===== src/rtl/fejkon_led_pkg.sv =====
// Shared types and constants for the fejkon LED controller.
// Lamp-test logic is present only when FEJKON_LED_CTRL_LAMPTEST_EN is defined.
package fejkon_led_pkg;

   typedef enum logic [1:0] {
      MODE_FOLLOW = 2'd0,
      MODE_OFF    = 2'd1,
      MODE_ON     = 2'd2,
      MODE_BLINK  = 2'd3
   } led_mode_t;

   typedef enum logic [1:0] {
      LT_IDLE   = 2'd0,
      LT_WALK   = 2'd1,
      LT_ALL_ON = 2'd2
   } lt_state_t;

   localparam logic [1:0]  ADDR_MODE   = 2'd0;
   localparam logic [1:0]  ADDR_CTRL   = 2'd1;
   localparam logic [1:0]  ADDR_STATUS = 2'd2;
   localparam logic [1:0]  ADDR_ID     = 2'd3;
   localparam logic [31:0] ID_VALUE    = 32'h4C45_4443;

   function automatic logic led_mode_bit(input led_mode_t m, input logic st, input logic ph);
      case (m)
         MODE_FOLLOW: return st;
         MODE_OFF:    return 1'b0;
         MODE_ON:     return 1'b1;
         default:     return ph;
      endcase
   endfunction

endpackage


===== src/rtl/fejkon_led_tick.sv =====
// Reloadable down-counter; tick is high for the one cycle the count sits at 0
// while enabled, and the counter reloads to Cycles-1 on that cycle or on load.
module fejkon_led_tick #(
   parameter int unsigned Cycles     = 10,
   parameter int unsigned ResetCount = Cycles - 1
) (
   input  logic clk,
   input  logic reset,
   input  logic en,
   input  logic load,
   output logic tick
);

   localparam int unsigned W = (Cycles > 1) ? $clog2(Cycles) : 1;
   localparam logic [W-1:0] Reload = W'(Cycles - 1);

   logic [W-1:0] cnt;

   assign tick = en && (cnt == '0);

   always_ff @(posedge clk or posedge reset) begin
      if (reset) begin
         cnt <= W'(ResetCount);
      end else if (load || tick) begin
         cnt <= Reload;
      end else if (en) begin
         cnt <= cnt - W'(1);
      end
   end

endmodule


===== src/rtl/fejkon_led_ctrl.sv =====
// Avalon-MM LED controller: per-LED follow/off/on/blink modes, global enable,
// optional lamp test (define FEJKON_LED_CTRL_LAMPTEST_EN to build it in).
module fejkon_led_ctrl
   import fejkon_led_pkg::*;
#(
   parameter int unsigned ReferenceClock = 50000000,
   parameter int unsigned BlinkCycles    = ReferenceClock / 10,
   parameter int unsigned StepCycles     = ReferenceClock / 8
) (
   input  logic        clk,
   input  logic        reset,
   input  logic [1:0]  avs_address,
   input  logic        avs_read,
   input  logic        avs_write,
   input  logic [31:0] avs_writedata,
   output logic [31:0] avs_readdata,
   input  logic [7:0]  status_in,
   output logic [7:0]  led
);

   logic [7:0]  sync1, sync2;
   logic [15:0] mode;
   logic        enable;
   logic        blink_phase;
   logic        blink_tick;
   logic [7:0]  mode_out;
   logic [7:0]  led_nxt;
   logic [31:0] rd_mux;
   logic        lt_busy;
   logic [7:0]  lt_pattern;

   logic wr_mode, wr_ctrl;
   assign wr_mode = avs_write && (avs_address == ADDR_MODE);
   assign wr_ctrl = avs_write && (avs_address == ADDR_CTRL);

   logic unused_wdata;
   assign unused_wdata = ^avs_writedata[31:16];

   fejkon_led_tick #(.Cycles(BlinkCycles)) u_blink_tick (
      .clk   (clk),
      .reset (reset),
      .en    (1'b1),
      .load  (1'b0),
      .tick  (blink_tick)
   );

`ifdef FEJKON_LED_CTRL_LAMPTEST_EN
   lt_state_t lt_state;
   logic      lt_start, lt_abort, step_tick;

   assign lt_start = wr_ctrl && avs_writedata[0];
   assign lt_abort = wr_ctrl && avs_writedata[2];
   assign lt_busy  = (lt_state != LT_IDLE);

   // The step counter restarts on an accepted start so every step is full length.
   fejkon_led_tick #(.Cycles(StepCycles), .ResetCount(0)) u_step_tick (
      .clk   (clk),
      .reset (reset),
      .en    (lt_busy),
      .load  (lt_start && !lt_abort && !lt_busy),
      .tick  (step_tick)
   );

   always_ff @(posedge clk or posedge reset) begin
      if (reset) begin
         lt_state   <= LT_IDLE;
         lt_pattern <= 8'h00;
      end else if (lt_abort) begin
         lt_state   <= LT_IDLE;
         lt_pattern <= 8'h00;
      end else begin
         case (lt_state)
            LT_IDLE: if (lt_start) begin
               lt_state   <= LT_WALK;
               lt_pattern <= 8'h01;
            end
            LT_WALK: if (step_tick) begin
               if (lt_pattern == 8'h80) begin
                  lt_state   <= LT_ALL_ON;
                  lt_pattern <= 8'hFF;
               end else begin
                  lt_pattern <= lt_pattern << 1;
               end
            end
            LT_ALL_ON: if (step_tick) begin
               lt_state   <= LT_IDLE;
               lt_pattern <= 8'h00;
            end
            default: begin
               lt_state   <= LT_IDLE;
               lt_pattern <= 8'h00;
            end
         endcase
      end
   end
`else
   logic unused_ctrl;
   assign unused_ctrl = avs_writedata[0] ^ avs_writedata[2];
   assign lt_busy    = 1'b0;
   assign lt_pattern = 8'h00;
`endif

   for (genvar i = 0; i < 8; i++) begin : g_led
      assign mode_out[i] = led_mode_bit(led_mode_t'(mode[2*i +: 2]), sync2[i], blink_phase);
   end

   always_comb begin
      led_nxt = 8'h00;
      if (enable) led_nxt = lt_busy ? lt_pattern : mode_out;
   end

   always_comb begin
      rd_mux = 32'h0;
      case (avs_address)
         ADDR_MODE:   rd_mux = {16'h0, mode};
         ADDR_CTRL:   rd_mux = {30'h0, enable, 1'b0};
         ADDR_STATUS: rd_mux = {8'h0, led, sync2, 7'h0, lt_busy};
         ADDR_ID:     rd_mux = ID_VALUE;
         default:     rd_mux = 32'h0;
      endcase
   end

   always_ff @(posedge clk or posedge reset) begin
      if (reset) begin
         sync1        <= 8'h00;
         sync2        <= 8'h00;
         mode         <= 16'h0000;
         enable       <= 1'b1;
         blink_phase  <= 1'b1;
         led          <= 8'h00;
         avs_readdata <= 32'h0;
      end else begin
         sync1 <= status_in;
         sync2 <= sync1;
         if (wr_mode) mode <= avs_writedata[15:0];
         if (wr_ctrl) enable <= avs_writedata[1];
         if (blink_tick) blink_phase <= ~blink_phase;
         led          <= led_nxt;
         avs_readdata <= avs_read ? rd_mux : 32'h0;
      end
   end

endmodule


===== config.mk =====
export PLATFORM = sky130hd
export DESIGN_NAME = fejkon_led_ctrl
export DESIGN_NICKNAME = d
export VERILOG_FILES = /design/src/rtl/fejkon_led_pkg.sv /design/src/rtl/fejkon_led_tick.sv /design/src/rtl/fejkon_led_ctrl.sv
export SDC_FILE = /design/constraint.sdc
export NUM_CORES = 1
export LEC_CHECK = 0
export ABC_AREA = 1
export CAP_MARGIN = 20
export CORE_MARGIN = 1.5
export CORE_UTILIZATION = 50
export CTS_CLUSTER_DIAMETER = 80
export DETAILED_ROUTE_END_ITERATION = 8
export PLACE_DENSITY_LB_ADDON = 0.25
export SETUP_SLACK_MARGIN = 0.02
export SLEW_MARGIN = 20
export SYNTH_ARGS = -nofsm -noshare
export SYNTH_HDL_FRONTEND = slang
export SYNTH_SLANG_ARGS = --single-unit

===== constraint.sdc =====
create_clock -name clk -period 5.8 [get_ports clk]
set_clock_uncertainty 0.2 [all_clocks]
set_input_delay 1.16 -clock clk [delete_from_list [all_inputs] [get_ports clk]]
set_output_delay 1.16 -clock clk [all_outputs]
set_load 0.03 [all_outputs]

* Yosys cells after proc, flatten, opt, wreduce, memory -nomap -nowiden
Index checks and enable logic that the tools add are counted.
** Storage, ports and cells
- Register bits :: 97
- Bits of input ports :: 46
- Word-level logic and storage cells :: 53
** Cells by class
- Add/subtract/negate cells :: 1
- Equality and inequality tests :: 19
- Muxes and demuxes :: 12
- Bitwise gates (word level) :: 1
- Reduce and logical (&&, ||, !) cells :: 12
** Operators by type and width (count)
- $pmux W32 S4 :: 1
- $mux W32 :: 1
- $pmux W1 S3 :: 8
- $logic_not A23 Y1 :: 1
- $mux W23 :: 1
- $sub A23 B1 Y23 const B :: 1
- $eq A2 B2 Y1 const B :: 10
- $eq A2 B1 Y1 const B :: 9
- $logic_not A2 Y1 :: 9
- $mux W8 :: 1
- $logic_and A1 B1 Y1 :: 2
- $not A1 Y1 :: 1

* Longest topological paths before layout
- Word-level depth :: 3
- Mapped depth :: 9
- Depth with buffers taken out :: 9

* Hierarchy
A second synthesis with hierarchy kept.
** Second synthesis, totals
- Cells, all modules :: 431
- Area total of the unflattened synthesis :: 3886.2 µm²
** Modules (own cells, without submodules)
- fejkon_led_ctrl :: instances 1, cells an instance 239, area an instance 2457.4 µm², seq. area each 1679.1 µm²
- fejkon_led_tick :: instances 1, cells an instance 192, area an instance 1428.9 µm², seq. area each 591.8 µm²

* Least setup slack after synthesis
No wires, ideal clock.
- Path type :: input -> register
- Start :: in avs_address[1]
- End :: reg mode[10]
- Setup time :: 0.125 ns
- Arrival time :: 1.770 ns
- Data required time :: 5.475 ns
- Path slack :: 3.705 ns
- Cell stages on the path :: 5
- Path through :: inv_1 -> nand2_4 -> inv_6 -> nand2_8 -> mux2_2
** On the way
- Longest elaborated chain between the ends :: 2
** Ends and longest elaborated chain
- start, declared :: RTL line fejkon_led_ctrl.sv:12 : input logic [1:0] avs_address,
- $logic_not A2 Y1 :: RTL line fejkon_led_ctrl.sv:33 : assign wr_mode = avs_write && (avs_address == ADDR_MODE);
- $logic_and A1 B1 Y1 :: RTL line fejkon_led_ctrl.sv:33
- end signal, assigned :: RTL line fejkon_led_ctrl.sv:135 : if (wr_mode) mode <= avs_writedata[15:0];
- end, declared :: RTL line fejkon_led_ctrl.sv:22 : logic [15:0] mode;
No other way between the ends.
A chain may end at the register's enable or synchronous reset.

* Worst setup path in the final report
- Start :: reg led[1]
- End :: out led[1]
** RTL lines
- start, declared :: RTL line fejkon_led_ctrl.sv:18 : output logic [7:0] led
- start signal, assigned :: RTL line fejkon_led_ctrl.sv:138 : led <= led_nxt;
No word-level cell between the ends.

==> flow_metrics.env <==
export IMPL_status="finished, final reports clean"
export IMPL_synth_seq_area_share=0.599
export IMPL_pin_count=86
export IMPL_routed_via_count=2836
export IMPL_irDropWorstVdd_mv=0.217
export IMPL_power_total_w=0.00131
export IMPL_placed_cell_area_um2=4480
export IMPL_post_dr_wirelength_cell_um=13.5
export IMPL_dieArea_um2=8120
export IMPL_worst_min_path_class="reg -> reg"
export IMPL_synthDominantCellAreaShare=0.495
export IMPL_die_x_um=90.1
export IMPL_floorplan_initialDensity=0.520
export IMPL_asyncSetResetFlopFracSynth=1.00
export IMPL_yosys_warnings=0
export IMPL_postSynthCellCount=394
export IMPL_post_synth_top_area_cell="sky130_fd_sc_hd__dfrtp_1"
export IMPL_cts_hold_fix_buffers=0
export IMPL_worstPathArrival_ps=1430
export IMPL_row_count=31
export IMPL_cp_num_buf_inv=1
export IMPL_global_route_overflow_total=0
export IMPL_io_buffers=64
export IMPL_cts_root_buffer="sky130_fd_sc_hd__clkbuf_8"
export IMPL_crit_chain="clkdlybuf4s50_1"
export IMPL_layout_cells_most_common_list="75 x sky130_fd_sc_hd__dfrtp_1, 70 x sky130_fd_sc_hd__nand2_1, 65 x sky130_fd_sc_hd__nor2_1, 64 x sky130_fd_sc_hd__clkdlybuf4s50_1, 38 x sky130_fd_sc_hd__inv_1"
export IMPL_timing_critical_path_slowest_stage_cell="sky130_fd_sc_hd__clkdlybuf4s50_1"
export IMPL_worstSetupStartpointType="flip-flop"
export IMPL_antenna_left=0
export IMPL_cp_max_fo=2
export IMPL_critical_path_max_stage_delay_ps=690
export IMPL_critical_path_top_delay_family="buffers and inverters"
export IMPL_final_layout_size_suffix_gt1_frac=0.135
export IMPL_grt_pass1_wl_um=12700
export IMPL_endpoint_kind="primary output"
export IMPL_classification_of_the_worst_setup_path="reg -> out"
export IMPL_worstSkewPairLatency_ps=360
export IMPL_achievable_frequency_mhz=358
export IMPL_setup_viol=0
export IMPL_die_height_um=90.1
export IMPL_final_min_clock_period_ps=2790
export IMPL_tightest_slew_ps=967
export IMPL_finalHoldViolCount=0
export IMPL_synth_lib_cells_used_distinct=37
export IMPL_clock_sinks=90
export IMPL_design_area_um2=4680
export IMPL_cts_resized_gates=0
export IMPL_unrepaired_setup_endpoints_after_global_routing="no"
export IMPL_gr_usage_all_layers=0.201
export IMPL_hpwlAfterDp_um=5370
export IMPL_cts_htree_levels=3
export IMPL_grt_antenna_before_repair=0
export IMPL_fp_coreArea_um2=7290
export IMPL_totalWireLength_um=7620
export IMPL_n_antenna_cell=0
export IMPL_netlist_area_um2=3790
export IMPL_cts_tree="built"
export IMPL_drv_slew=0
export IMPL_number_of_enable_flip_flop_cells_after_synthesis=0
export IMPL_critPathLaunch="led[1]"
export IMPL_finalWorstSetupSlack_ps=3010
export IMPL_final_setup_tns_ps=0
export IMPL_gp_congestion=0.866
export IMPL_relSlewSlack=0.355
export IMPL_grt_start_max_net_pins=80
export IMPL_cts_max_path_buffers=2
export IMPL_buffers_inserted_during_post_cts_setup_optimization=0
export IMPL_timing_final_crit_share=0.482
export IMPL_power_density_cell_area_nw_per_um2=280
export IMPL_hold_path_startpoint="sync1[1]"
export IMPL_worst_endpoint_required_ps=4440
export IMPL_drt_iter0_markers=219
export IMPL_pre_cts_slack_ps=2800
export IMPL_nNetsFinal=509
export IMPL_post_synth_cell_area_avg_um2=9.63
export IMPL_numCtsBuffers=9
export IMPL_area_delta_synth_final_pct=23.3
export IMPL_synth_top_area_cells="sky130_fd_sc_hd__dfrtp_1 49%, sky130_fd_sc_hd__dfstp_2 10%, sky130_fd_sc_hd__nand2_1 6.9%, sky130_fd_sc_hd__nor2_1 6.4%, sky130_fd_sc_hd__a21oi_1 4.0%"
export IMPL_primary_flip_flop_cell_chosen_by_synthesis_mapping="sky130_fd_sc_hd__dfrtp_1"
export IMPL_drv_max_cap_violation_count=0
export IMPL_p_leak_nw=2.17
export IMPL_worst_setup_hold_path_clk_slew_ps=80
export IMPL_ys_seq_elements=90
export IMPL_drt_pass1_iter_count=4
export IMPL_grt_pass1_vias=2736
export IMPL_worst_flop_to_flop_path_startpoint="u_blink_tick.cnt[0]"
export IMPL_drt_vias_per_instance=5.02
export IMPL_layout_cells_most_common="sky130_fd_sc_hd__dfrtp_1"
export IMPL_drc=0
[per-layer routing]
| layer | global-route usage | vias to the layer above | share of wire | routed length, µm |
|---|---|---|---|---|
| li1 | - | 1379 | - | - |
| met1 | 0.272 | 1344 | 0.45 | 3450 |
| met2 | 0.319 | 100 | 0.47 | 3570 |
| met3 | 0.0330 | 13 | 0.059 | 447 |
| met4 | 0.0913 | 0 | 0.021 | 157 |
| met5 | 0 | - | 0 | 0 |
[power by group]
group	switching (W)	leakage [nW]	total, W	internal [W]
Clock	0.000229	0.0975	0.000432	0.000204
Combinational	0.000103	0.969	0.000177	0.0000740
Sequential	0.0000273	1.10	0.000699	0.000672
[cells in the mapped netlist (2+ instances only)]
cell	count
sky130_fd_sc_hd__or2_2	3
sky130_fd_sc_hd__nand2_2	5
sky130_fd_sc_hd__dfstp_2	15
sky130_fd_sc_hd__nor2_4	4
sky130_fd_sc_hd__o21ai_0	8
sky130_fd_sc_hd__mux2_2	6
sky130_fd_sc_hd__nor2_2	6
sky130_fd_sc_hd__a211oi_1	7
sky130_fd_sc_hd__nand4_1	4
sky130_fd_sc_hd__xor2_1	2
sky130_fd_sc_hd__ha_1	2
sky130_fd_sc_hd__nand2_1	70
sky130_fd_sc_hd__a21oi_1	30
sky130_fd_sc_hd__a31o_2	2
sky130_fd_sc_hd__buf_4	8
sky130_fd_sc_hd__buf_6	2
sky130_fd_sc_hd__nor2_1	65
sky130_fd_sc_hd__nand3_1	20
sky130_fd_sc_hd__dfrtp_1	75
sky130_fd_sc_hd__nor3_1	5
sky130_fd_sc_hd__inv_1	39
[state kept, by name, indices dropped and copies added (netlist names)]
| name | cells |
|---|---|
| enable | 1 |
| avs_readdata | 25 |
| sync1 | 8 |
| sync2 | 8 |
| blink_phase | 1 |
| u_blink_tick.cnt | 23 |
| mode | 16 |
| led | 8 |
[layout make-up]
type	count	area, µm²
clock inverters	6	72.6
inverters	42	166
well taps	99	124
repair buffers	65	648
clock buffers	10	128
fillers	642	2620
multi-input cells	253	1270
flip-flops and latches	90	2270
[per-stage QoR]
| step | hold WS [ps] | instances | utilization |
|---|---|---|---|
| 6_report | 154 | 565 | 0.641 |
| 5_1_grt | 163 | 565 | 0.641 |
| 4_1_cts | 155 | 565 | 0.641 |
| 3_5_place_dp | 135 | 549 | 0.614 |
| 3_3_place_gp | 132 | 549 | 0.614 |
| 2_1_floorplan | 131 | 398 | - |
[final timing paths]
path,to,depth (start not counted),slack [ps]
hold reg to reg,sync2[1],0,150
max in group asynchronous,mode[11],3,3360
setup / recovery,led[1],1,3010
hold / removal,sync2[1],0,150
setup reg to reg,blink_phase,6,4130
min in group asynchronous,u_blink_tick.cnt[12],2,830
[cells by family after synthesis]
logic type | after synthesis | share of synthesized area
buffers and inverters | 55 | 0.0716
AND/OR/NAND/NOR | 189 | 0.228
XOR/XNOR | 2 | 0.00462
multiplexers | 6 | 0.0178
flip-flops | 90 | 0.599
AO/OA/AOI/OAI | 49 | 0.0719
other | 1 | 0.000988
adder cells (fa/ha/maj) | 2 | 0.00660
No activity file was read; power rests on OpenSTA's default activity.
